[src/rtl/uart_rx_if.sv]
// Serial receive bundle: the line into the receiver and the byte/strobe/status outputs.
// master drives the line (transmitter side); slave is the receiver.
interface uart_rx_if;
    logic       i_RX;
    logic [7:0] o_RX_Byte;
    logic       o_RX_DV;
    logic       o_RX_Frame_Err;
    logic       o_RX_Active;

    modport master (
        output i_RX,
        input  o_RX_Byte,
        input  o_RX_DV,
        input  o_RX_Frame_Err,
        input  o_RX_Active
    );

    modport slave (
        input  i_RX,
        output o_RX_Byte,
        output o_RX_DV,
        output o_RX_Frame_Err,
        output o_RX_Active
    );
endinterface

[src/rtl/uart_rx.sv]
// 8N1 UART receiver: start bit sampled mid-bit, data and stop bits sampled once per bit period.
// Frame results are registered and presented on the outputs one clock after the stop-bit decision.
module uart_rx #(
    parameter int unsigned CLKS_PER_BIT = 434
) (
    input  logic     i_Clock,
    input  logic     i_enable,
    uart_rx_if.slave bus
);

    localparam logic [15:0] LAST_TICK = 16'(CLKS_PER_BIT - 1);
    localparam logic [15:0] HALF_TICK = 16'((CLKS_PER_BIT - 1) / 2);

    typedef enum logic [2:0] {
        IDLE,
        RX_START_BIT,
        RX_DATA_BITS,
        RX_STOP_BIT,
        WAIT_IDLE
    } state_t;

    state_t      state_q, state_d;
    logic [15:0] count_q, count_d;
    logic [2:0]  index_q, index_d;
    logic [7:0]  shift_q, shift_d;
    logic        done_q, done_d;
    logic        ferr_q, ferr_d;
    logic        sync_q1, rx_s;
    logic [7:0]  byte_q;
    logic        dv_q, err_q;

    // Synchronizer resets to the idle (high) level so release never looks like a start edge.
    always_ff @(posedge i_Clock or negedge i_enable) begin
        if (!i_enable) begin
            sync_q1 <= 1'b1;
            rx_s    <= 1'b1;
        end else begin
            // NOTE: non-blocking here so both flops sample the pre-edge values and form a true 2-stage chain.
            sync_q1 <= bus.i_RX;
            rx_s    <= sync_q1;
        end
    end

    always_ff @(posedge i_Clock or negedge i_enable) begin
        if (!i_enable) begin
            state_q <= IDLE;
            count_q <= '0;
            index_q <= '0;
            shift_q <= '0;
            done_q  <= 1'b0;
            ferr_q  <= 1'b0;
        end else begin
            state_q <= state_d;
            count_q <= count_d;
            index_q <= index_d;
            shift_q <= shift_d;
            done_q  <= done_d;
            ferr_q  <= ferr_d;
        end
    end

    always_comb begin
        // NOTE: every output of this block gets a default first, so no path can infer a latch.
        state_d = state_q;
        count_d = count_q;
        index_d = index_q;
        shift_d = shift_q;
        done_d  = 1'b0;
        ferr_d  = 1'b0;

        case (state_q)
            IDLE: begin
                count_d = '0;
                index_d = '0;
                if (!rx_s) state_d = RX_START_BIT;
            end

            RX_START_BIT: begin
                if (count_q == HALF_TICK) begin
                    count_d = '0;
                    state_d = rx_s ? IDLE : RX_DATA_BITS;
                end else begin
                    count_d = count_q + 16'd1;
                end
            end

            RX_DATA_BITS: begin
                if (count_q == LAST_TICK) begin
                    count_d          = '0;
                    shift_d[index_q] = rx_s;
                    if (index_q == 3'd7) begin
                        index_d = '0;
                        state_d = RX_STOP_BIT;
                    end else begin
                        index_d = index_q + 3'd1;
                    end
                end else begin
                    count_d = count_q + 16'd1;
                end
            end

            RX_STOP_BIT: begin
                if (count_q == LAST_TICK) begin
                    count_d = '0;
                    if (rx_s) begin
                        done_d  = 1'b1;
                        state_d = IDLE;
                    end else begin
                        ferr_d  = 1'b1;
                        state_d = WAIT_IDLE;
                    end
                end else begin
                    count_d = count_q + 16'd1;
                end
            end

            // A held-low (break) line parks here until it goes high again.
            WAIT_IDLE: begin
                count_d = '0;
                if (rx_s) state_d = IDLE;
            end

            default: begin
                state_d = IDLE;
                count_d = '0;
                index_d = '0;
            end
        endcase
    end

    // Byte only moves on a good frame, so it holds across false starts and framing errors.
    always_ff @(posedge i_Clock or negedge i_enable) begin
        if (!i_enable) begin
            byte_q <= '0;
            dv_q   <= 1'b0;
            err_q  <= 1'b0;
        end else begin
            dv_q  <= done_q;
            err_q <= ferr_q;
            if (done_q) byte_q <= shift_q;
        end
    end

    assign bus.o_RX_Byte      = byte_q;
    assign bus.o_RX_DV        = dv_q;
    assign bus.o_RX_Frame_Err = err_q;
    assign bus.o_RX_Active    = (state_q != IDLE);

endmodule

[src/flat_wrapper.sv]
// flat-port wrapper written by rule: the top's interface ports become plain ports
module uart_rx_flat 
#(
    parameter int unsigned CLKS_PER_BIT = 434
)
  (i_Clock, i_enable, bus_i_RX, bus_o_RX_Byte, bus_o_RX_DV, bus_o_RX_Frame_Err, bus_o_RX_Active);
  uart_rx_if bus_i ();
  input  logic i_Clock;
  input  logic i_enable;
  input wire logic [$bits(bus_i.i_RX)-1:0] bus_i_RX;
  output wire logic [$bits(bus_i.o_RX_Byte)-1:0] bus_o_RX_Byte;
  output wire logic [$bits(bus_i.o_RX_DV)-1:0] bus_o_RX_DV;
  output wire logic [$bits(bus_i.o_RX_Frame_Err)-1:0] bus_o_RX_Frame_Err;
  output wire logic [$bits(bus_i.o_RX_Active)-1:0] bus_o_RX_Active;
  assign bus_i.i_RX = bus_i_RX;
  assign bus_o_RX_Byte = bus_i.o_RX_Byte;
  assign bus_o_RX_DV = bus_i.o_RX_DV;
  assign bus_o_RX_Frame_Err = bus_i.o_RX_Frame_Err;
  assign bus_o_RX_Active = bus_i.o_RX_Active;
  uart_rx #(.CLKS_PER_BIT(CLKS_PER_BIT)) u_core (.i_Clock(i_Clock), .i_enable(i_enable), .bus(bus_i));
endmodule
[config.mk]
export PLATFORM = sky130hd
export DESIGN_NAME = uart_rx_flat
export DESIGN_NICKNAME = d
export VERILOG_FILES = /design/src/rtl/uart_rx_if.sv /design/src/rtl/uart_rx.sv /design/src/flat_wrapper.sv
export SDC_FILE = /design/constraint.sdc
export NUM_CORES = 1
export LEC_CHECK = 0
export CORE_ASPECT_RATIO = 2
export CORE_MARGIN = 2
export CORE_UTILIZATION = 40
export DETAILED_ROUTE_END_ITERATION = 16
export DONT_BUFFER_PORTS = 1
export PLACE_DENSITY = 0.53
export SYNTH_ARGS = -nofsm -noshare
export SYNTH_HDL_FRONTEND = slang
export SYNTH_SLANG_ARGS = --single-unit
[constraint.sdc]
create_clock -name i_Clock -period 1.8 [get_ports i_Clock]
set_clock_uncertainty 0.05 [all_clocks]
set_input_delay 0.27 -clock i_Clock [delete_from_list [all_inputs] [get_ports i_Clock]]
set_output_delay 0.27 -clock i_Clock [all_outputs]
set_load 0.01 [all_outputs]
Word-level counts from Yosys, hierarchy flattened
Index checks and enable logic that the tools add are counted.
{"block": "totals", "ff_bits": 44, "inputBits": 3, "output_inout_bits": 11, "elab_cells": 61}
{"block": "op_classes", "addsub": 2, "order_cmp": 2, "eq_ne": 13, "mux": 24, "bitwise_logic": 1, "reduce_logical": 8}
{"op": "$mux 16", "count": 2}
{"op": "$pmux 16 s2", "count": 1}
{"op": "$mux 3", "count": 9}
{"op": "$add 16x1->16 const B", "count": 1}
{"op": "$eq 16x8->1 const B", "count": 1}
{"op": "$eq 16x9->1 const B", "count": 1}
{"op": "$pmux 3 s5", "count": 1}
{"op": "$ne 2x1->1 const B", "count": 5}
{"op": "$bwmux 8", "count": 1}
{"op": "$mux 1", "count": 7}
{"op": "$eq 3x2->1 const B", "count": 2}
{"op": "$eq 3x3->1 const B", "count": 2}
{"op": "$pmux 3 s2", "count": 1}
{"op": "$reduce_and 6->1", "count": 1}
{"op": "$lt 3x4->1 const B", "count": 1}
{"op": "$reduce_and 2->1", "count": 2}
{"op": "$add 3x1->3 const B", "count": 1}
{"op": "$demux 1 s3", "count": 1}
{"op": "$eq 3x1->1 const B", "count": 1}
{"op": "$ge 3x1->1 const B", "count": 1}
{"op": "$logic_not 3->1", "count": 1}
{"op": "$reduce_bool 3->1", "count": 1}
{"op": "$reduce_or 3->1", "count": 1}
{"op": "$mux 2", "count": 1}
{"op": "4 further kinds", "count": 4}

Longest topological paths before layout
Gate-level depths: netlist (run 1).
{"block": "logic_depth", "ltp_word": 5, "depth_mapped": 7, "ltp_nobuf": 6}

Worst setup path after synthesis (run 1)
OpenSTA, ideal clock, no wires.
{"block": "synth_path", "path_kind": "reg-to-reg", "start": "reg u_core.count_q[1]", "end": "reg u_core.shift_q[6]", "setup_time_ns": 0.128, "arrival_time_ns": 1.751, "t_required_ns": 1.622, "slack_ns": -0.128, "stages_incl_launch_ff": 7, "synth_period_minus_slack_ns": 1.928, "path_cell_list": "dfrtp_1 inv_1 ha_1 nor3b_1 nand4_4 nor4_2 mux2_1"}
{"block": "synth_via", "elab_chain_len": 2}
{"item": "start, declared", "line": "uart_rx.sv:23", "text": "logic [15:0] count_q, count_d;"}
{"item": "start signal, assigned", "line": "uart_rx.sv:54", "text": "count_q <= count_d;"}
{"item": "$eq 16x9->1", "line": "uart_rx.sv:88", "text": "if (count_q == LAST_TICK) begin"}
{"item": "$reduce_and 2->1 (no line)"}
{"item": "end signal, assigned", "line": "uart_rx.sv:56", "text": "shift_q <= shift_d;"}
{"item": "end, declared", "line": "uart_rx.sv:25", "text": "logic [7:0] shift_q, shift_d;"}
Every way passes these cells.
A chain may end at the register's enable or synchronous reset.

Worst setup path after layout (run 1)
{"block": "layout_path", "start": "reg u_core.count_q[1]", "end": "reg u_core.count_q[11]"}
{"block": "layout_via", "elab_chain_len": 3, "elab_cells_between_ends": 6}
{"item": "$add 16x1->16 (tied with other cells)", "line": "uart_rx.sv:83, uart_rx.sv:98, uart_rx.sv:113"}
{"item": "$mux 16, on equally long branches", "line": "uart_rx.sv:88, uart_rx.sv:103, uart_rx.sv:79"}
{"item": "$pmux 16 s2 (*)", "line": "uart_rx.sv:71", "text": "case (state_q)"}
{"item": "via u_core.count_d[11]", "line": "uart_rx.sv:23"}
The timed path passes the listed nets; every way through them passes the cells marked *.

==> flow_summary_export.csv, run 1 <==
group,metric,value,unit
placed_design,dp.cells,269,
grt,grt_pass1_wl,7750,µm
clock_tree,cts.sinks,44,
worst_setup_path,cp_max_fo,16,
worst_setup_path,critPathArrivalTime,1.96,ns
sta,holdWs,0.310,ns
sta,fmaxAchievable,550,MHz
power_and_ir_drop,totalPowerFinal,1.83,mW
drt,dr.first_iter.drc_count,29,
synth,synth.avg_cell_area,11.4,µm²
sta,worst_slack,-0.0183,ns
sta,slew_headroom,75.5,%
synth,yosys_warnings,0,
floorplan,dieHeight,108,µm
grt,antenna_found_initial,0,
sta,hold_viol,0,
clock_tree,tritoncts,"done",
floorplan,start_util,41.7,%
drt,drc_errors,0,
synth,ys_types,44,
clock_tree,clock-root-buffer,"clkbuf_8",
floorplan,core_area,5180,µm²
power_and_ir_drop,power_density,682,nW/µm²
floorplan,fp.dieArea,6050,µm²
drt,dr.pass1.iters,4,
sta,finalSetupViolations,13,
placed_design,placement.io_buffers,0,
worst_setup_path,start_kind,"flop",
final_layout,drive_gt1_share,37.1,%
job,cap_viol_max_count,0,
power_and_ir_drop,power_leakage,1.20,nW
final_layout,finalNonFillerCells,282,
final_layout,nets,231,
synth,seq_area_frac_synth,51.0,%
worst_hold_path,hp-class,"reg2reg",
grt,first_global_vias,1656,
floorplan,rows,37,
synth,synth_edf_count,0,
clock_tree,cts_max_level,2,
drt,ant_nets,0,
synth,ys_async_sr_fraction,100,%
synth,yosys_most_used_dff,"dfrtp_1",
final_layout,utilization,51.8,%
synth,synth_area,2160,µm²
sta,maxSlewViolCount,0,
sta,worst-slew-pin-transition,0.368,ns
final_layout,antenna_cells,0,
clock_tree,numCtsBuffers,5,
drt,wl_per_cell,16.0,µm
clock_tree,cts.path.max_buffers,2,
run_status,status,"finished with violations",
synth,synthesis.nets,197,
placed_design,post-place-ws,-0.129,ns
clock_tree,clk_latency,0.30,ns
power_and_ir_drop,peakVddDrop,704,µV
placed_design,hpwl,3280,µm
clock_tree,clkSlewWorstSetupHoldPaths,0.09,ns
sta,finalCritPeriodShare,101,%
grt,gr-total-overflow,0,
worst_setup_path,crit_type,"reg2reg",
placed_design,gp_congestion,0.861,
final_layout,num-fill-cells,481,
sta,rsz0062_at_grt,"yes",
floorplan,io_pins,14,
synth,syn_inst,189,
drt,vias,1559,
final_layout,area_growth,24.1,%
sta,period_minus_slack,1.82,ns
floorplan,die_w,56,µm
drt,vias_per_cell,5.53,
worst_setup_path,required,1.94,ns
grt,grt_max_degree,45,
run_status,violations,"negative setup slack",
grt,grt_usage,16.5,%
drt,wl,4510,µm
worst_setup_path,cp-end-kind,"flop",
synth,ys_seq_elements,44,
[layout make-up]
| class | instances | area [µm²] | share of cell area [%] |
|---|---|---|---|
| clock buffers | 6 | 82.6 | 3.08 |
| clock inverters | 2 | 38.8 | 1.44 |
| inverters | 8 | 30.0 | 1.12 |
| multi-input cells | 128 | 1050 | 39.0 |
| flip-flops and latches | 44 | 1100 | 41.1 |
| well taps | 58 | 72.6 | 2.70 |
| repair buffers | 36 | 312 | 11.6 |
[registers in the layout, summed over array words and instances (netlist names)]
signal and flops:
u_core.bus.o_RX_DV 1, u_core.rx_s 1, u_core.bus.o_RX_Frame_Err 1, u_core.bus.o_RX_Byte 8, u_core.sync_q1 1, u_core.shift_q 8
u_core.count_q 16, u_core.index_q 3, u_core.done_q 1, u_core.state_q 3, u_core.ferr_q 1
[what timing repair did]
action / in CTS / in global routing
pin swaps: 3 / 1
buffers inserted: 2 / 0
endpoints found under the hold margin: 45 / 0
endpoints found under the setup margin: 25 / 30
hold buffers: 3 / 0
gates resized for setup: 9 / 5
[worst paths after layout]
check                                        from                         to  slack [ns]  cells after the start
min in group asynchronous                i_enable          u_core.state_q[2]        0.41                      2
max in group asynchronous                i_enable                u_core.rx_s        1.01                      2
worst max-delay path            u_core.count_q[1]         u_core.count_q[11]       -0.02                      8
worst max register to register  u_core.count_q[1]         u_core.count_q[11]       -0.02                      8
worst min register to register      u_core.ferr_q  u_core.bus.o_RX_Frame_Err        0.31                      0
worst min-delay path                u_core.ferr_q  u_core.bus.o_RX_Frame_Err        0.31                      0
[synthesized netlist by cell type, types with 2 or more instances]
| library cell | number | share of area [%] |
|---|---|---|
| dfrtp_1 | 42 | 49 |
| nand3_1 | 14 | 3.2 |
| nor2_1 | 12 | 2.1 |
| mux2_2 | 11 | 5.7 |
| nor2_2 | 10 | 2.9 |
| xnor2_1 | 10 | 4.0 |
| inv_1 | 8 | 1.4 |
| nor3_1 | 8 | 1.9 |
| nand2_1 | 7 | 1.2 |
| nand4_1 | 7 | 2.0 |
| ha_1 | 5 | 2.9 |
| mux2_1 | 5 | 2.6 |
| clkbuf_1 | 4 | 0.69 |
| nor4_1 | 4 | 1.2 |
| xor2_1 | 4 | 1.6 |
| a21oi_1 | 3 | 0.69 |
| and4_1 | 3 | 1.2 |
| buf_2 | 2 | 0.46 |
| dfstp_2 | 2 | 2.4 |
| nor4_4 | 2 | 2.0 |
| o21ai_0 | 2 | 0.46 |
| or3_1 | 2 | 0.58 |
[kinds of logic (layout without fill, tap and decap cells)]
logic type / count (synthesis) / after routing / share of synthesized area (%)
AND/OR/NAND/NOR: 82 / 82 / 24.1
flip-flops: 44 / 44 / 51.0
multiplexers: 17 / 17 / 8.79
buffers and inverters: 17 / 52 / 3.82
XOR/XNOR: 14 / 14 / 5.67
AO/OA/AOI/OAI: 10 / 10 / 3.76
adder cells (fa/ha/maj): 5 / 5 / 2.89
[per-layer routing]
metal  global-route usage (%)  share of wire [%]
met5                        0                  0
met4                     6.97                3.0
met3                     3.11                2.6
met2                     31.7                 59
met1                     16.8                 35
[placed cells by master (no fill, tap or decap), types with 2 or more instances in the layout]
cell type	n
nand2_1	7
nor4_4	3
xnor2_1	10
xor2_1	4
ha_1	4
and4_1	2
dfstp_2	2
mux2_2	11
inv_1	7
nor2_2	11
nand3_1	14
nor4_1	2
mux2_1	4
buf_4	31
clkbuf_8	6
nand4_4	2
a21oi_1	3
dlygate4sd3_1	2
dfrtp_1	42
nor3_1	8
o21ai_0	2
nand4_1	7
nor4_2	2
nor2_1	11
[report_power, final]
group	switching (mW)	internal (mW)	total, mW
combinational	0.0209	0.00993	0.0308
clock	0.350	0.454	0.804
sequential	0.00477	0.992	0.996
total	0.375	1.46	1.83
[critical path: stages (launching register included)]
cell	delay, ns
dfrtp_1	0.40
inv_2	0.06
ha_2	0.16
nor3b_4	0.22
nand4_4	0.17
buf_6	0.17
a32oi_4	0.21
buf_12	0.20
nor2_1	0.06
[through the flow]
| step | area [µm²] | TNS [ns] |
|---|---|---|
| floorplan | 2170 | 0 |
| global placement | 2430 | -0.559 |
| detailed placement | 2430 | -1.22 |
| CTS | 2660 | -0.601 |
| global route | 2690 | -2.51 |
| finish | 2690 | -0.0850 |
No activity file was read; power rests on OpenSTA's default activity.
==> inputs of run 2 (changes only) <==
CORE_MARGIN = 5   (was 2)
GPL_ROUTABILITY_DRIVEN = 0   (was not set)
MAX_ROUTING_LAYER = met4   (was not set)
==> run 2 against run 1 <==
Effect of this change: the flow still finishes with violations (negative setup slack); register-to-register slack hardly changed; wire length down 3.4%; hold slack lost 0.0045 ns; clock-buffer cell count unchanged; largest power group unchanged; highest routed layer unchanged.
==> flow_summary_export.csv, run 2 (synthesis results as in run 1) <==
group,metric,value,unit
worst_setup_path,r2r_setup_slack,-0.005,ns
sta,fmaxAchievable,554,MHz
drt,dr.first_iter.drc_count,47,
floorplan,dieHeight,114,µm
worst_setup_path,critPathSlowestCell,"nor4_1",
sta,maxSlewViolCount,0,
worst_setup_path,cp-end-kind,"flop",
worst_setup_path,start_kind,"flop",
floorplan,fp.dieArea,7070,µm²
sta,hold_viol,0,
final_layout,final_common_cell,"dfrtp_1",
drt,vias_per_cell,5.40,
final_layout,layout_common_cells,"40 x dfrtp_1, 28 x buf_4, 14 x nand3_1, 11 x nor2_1, 10 x xnor2_1",
clock_tree,cts_max_level,2,
placed_design,placement.io_buffers,0,
placed_design,dp.cells,264,
clock_tree,clock-root-buffer,"clkbuf_8",
clock_tree,clk_latency,0.29,ns
final_layout,antenna_cells,0,
floorplan,start_util,40.6,%
worst_setup_path,worstReg2RegEnd,"u_core.count_q[14]",
worst_hold_path,holdPathStages,0,
worst_setup_path,cp_common_cell,"buf_4",
placed_design,post-place-ws,-0.0618,ns
worst_setup_path,crit_chain,"buf_4 > buf_4 > ha_1 > nand4_1 > nor4_1 > xnor2_1 > nor2_4",
grt,antenna_found_initial,0,
worst_setup_path,cp_top_family,"simple AND/OR/NAND/NOR gates",
worst_setup_path,cpPeakStageDelay,0.40,ns
power_and_ir_drop,power_density,618,nW/µm²
worst_setup_path,reg2reg_depth,7,
drt,wl,4360,µm
worst_setup_path,required,1.93,ns
sta,tns,-0.00509,ns
sta,worst-slew-pin-transition,0.417,ns
clock_tree,tritoncts,"done",
clock_tree,numCtsBuffers,5,
clock_tree,cts.sinks,44,
grt,grt_max_degree,45,
sta,finalSetupViolations,1,
grt,gr-total-overflow,0,
sta,slew_headroom,72.2,%
worst_hold_path,hp-class,"reg2reg",
final_layout,area_growth,26.6,%
worst_setup_path,critPathArrivalTime,1.94,ns
sta,rsz0062_at_grt,"yes",
final_layout,largest_reg_flops,16,
run_status,violations,"negative setup slack",
drt,vias,1527,
power_and_ir_drop,peakVddDrop,600,µV
worst_hold_path,min_from,"u_core.ferr_q",
clock_tree,clkSlewWorstSetupHoldPaths,0.09,ns
worst_setup_path,reg2reg_from,"u_core.count_q[1]",
floorplan,core_area,5330,µm²
final_layout,utilization,51.4,%
clock_tree,cts.path.max_buffers,2,
drt,ant_nets,0,
final_layout,largest_register,"u_core.count_q",
floorplan,io_pins,14,
floorplan,die_w,62,µm
power_and_ir_drop,power_leakage,1.23,nW
final_layout,drive_gt1_share,38.6,%
floorplan,rows,38,
placed_design,hpwl,2770,µm
job,cap_viol_max_count,0,
grt,grt_pass1_wl,7110,µm
grt,first_global_vias,1487,
drt,dr.pass1.iters,5,
worst_setup_path,path_buf_inv,2,
drt,drc_errors,0,
sta,period_minus_slack,1.81,ns
worst_hold_path,worstHoldEndpoint,"u_core.bus.o_RX_Frame_Err",
final_layout,finalNonFillerCells,283,
power_and_ir_drop,totalPowerFinal,1.69,mW
worst_setup_path,crit_type,"reg2reg",
run_status,status,"finished with violations",
final_layout,nets,230,
sta,worst_slack,-0.00509,ns
sta,finalCritPeriodShare,100,%
worst_setup_path,cp_max_fo,4,
drt,wl_per_cell,15.4,µm
grt,grt_usage,13.7,%
[run 2: changes by cell type in the layout (fill, tap and decap cells not counted), sizes merged]
| cell | delta |
|---|---|
| buf | -1 |
| bufinv | -1 |
| clkinv | -1 |
| clkinvlp | +2 |
[run 2: repair_timing]
item,in CTS,in global routing
gates resized for setup,17,19
pin swaps,8,18
hold endpoints to repair,45,0
setup buffers,8,1
hold buffers,3,0
gates cloned,1,0
endpoints found under the setup margin,8,30
[run 2: layout make-up]
type,count,area (µm²)
repair buffers,35,310
clock inverters,2,15.0
fillers,470,2590
well taps,60,75.1
inverters,8,30.0
clock buffers,6,82.6
flip-flops and latches,44,1110
multi-input cells,128,1120
[run 2: routing by layer]
layer  share of wire [%]  global-route usage (%)  vias to the layer above
met1                  45                    19.0                      758
met5                   0                       -                        -
li1                    -                       -                      730
met4                 2.0                    4.67                        0
met2                  48                    19.3                       33
met3                 4.3                    3.40                        6
[run 2: metrics by stage]
step | area (µm²) | hold WS (ns)
after global placement | 2380 | -0.0738
after global routing | 2740 | 0.314
after detailed placement | 2380 | -0.0737
after floorplan | 2170 | -0.0756
after CTS | 2690 | 0.309
final | 2740 | 0.306
[run 2: worst max path at each step]
stage                                   from                  to  slack (ns)  cells past startpoint
after detailed placement   u_core.count_q[1]   u_core.shift_q[6]       -0.06                      6
after global placement    u_core.count_q[10]   u_core.shift_q[6]      -0.005                      4
after floorplan            u_core.count_q[1]   u_core.shift_q[6]       0.003                      6
after global routing       u_core.count_q[1]  u_core.count_q[14]       -0.06                      7
final                      u_core.count_q[1]  u_core.count_q[14]      -0.005                      7
after CTS                 u_core.count_q[14]   u_core.count_q[5]       -0.04                      7
[run 2: where the power goes]
group          total, mW  switching (mW)  internal [mW]
sequential         0.997         0.00540          0.992
combinational     0.0305          0.0205         0.0100
clock              0.664           0.353          0.311
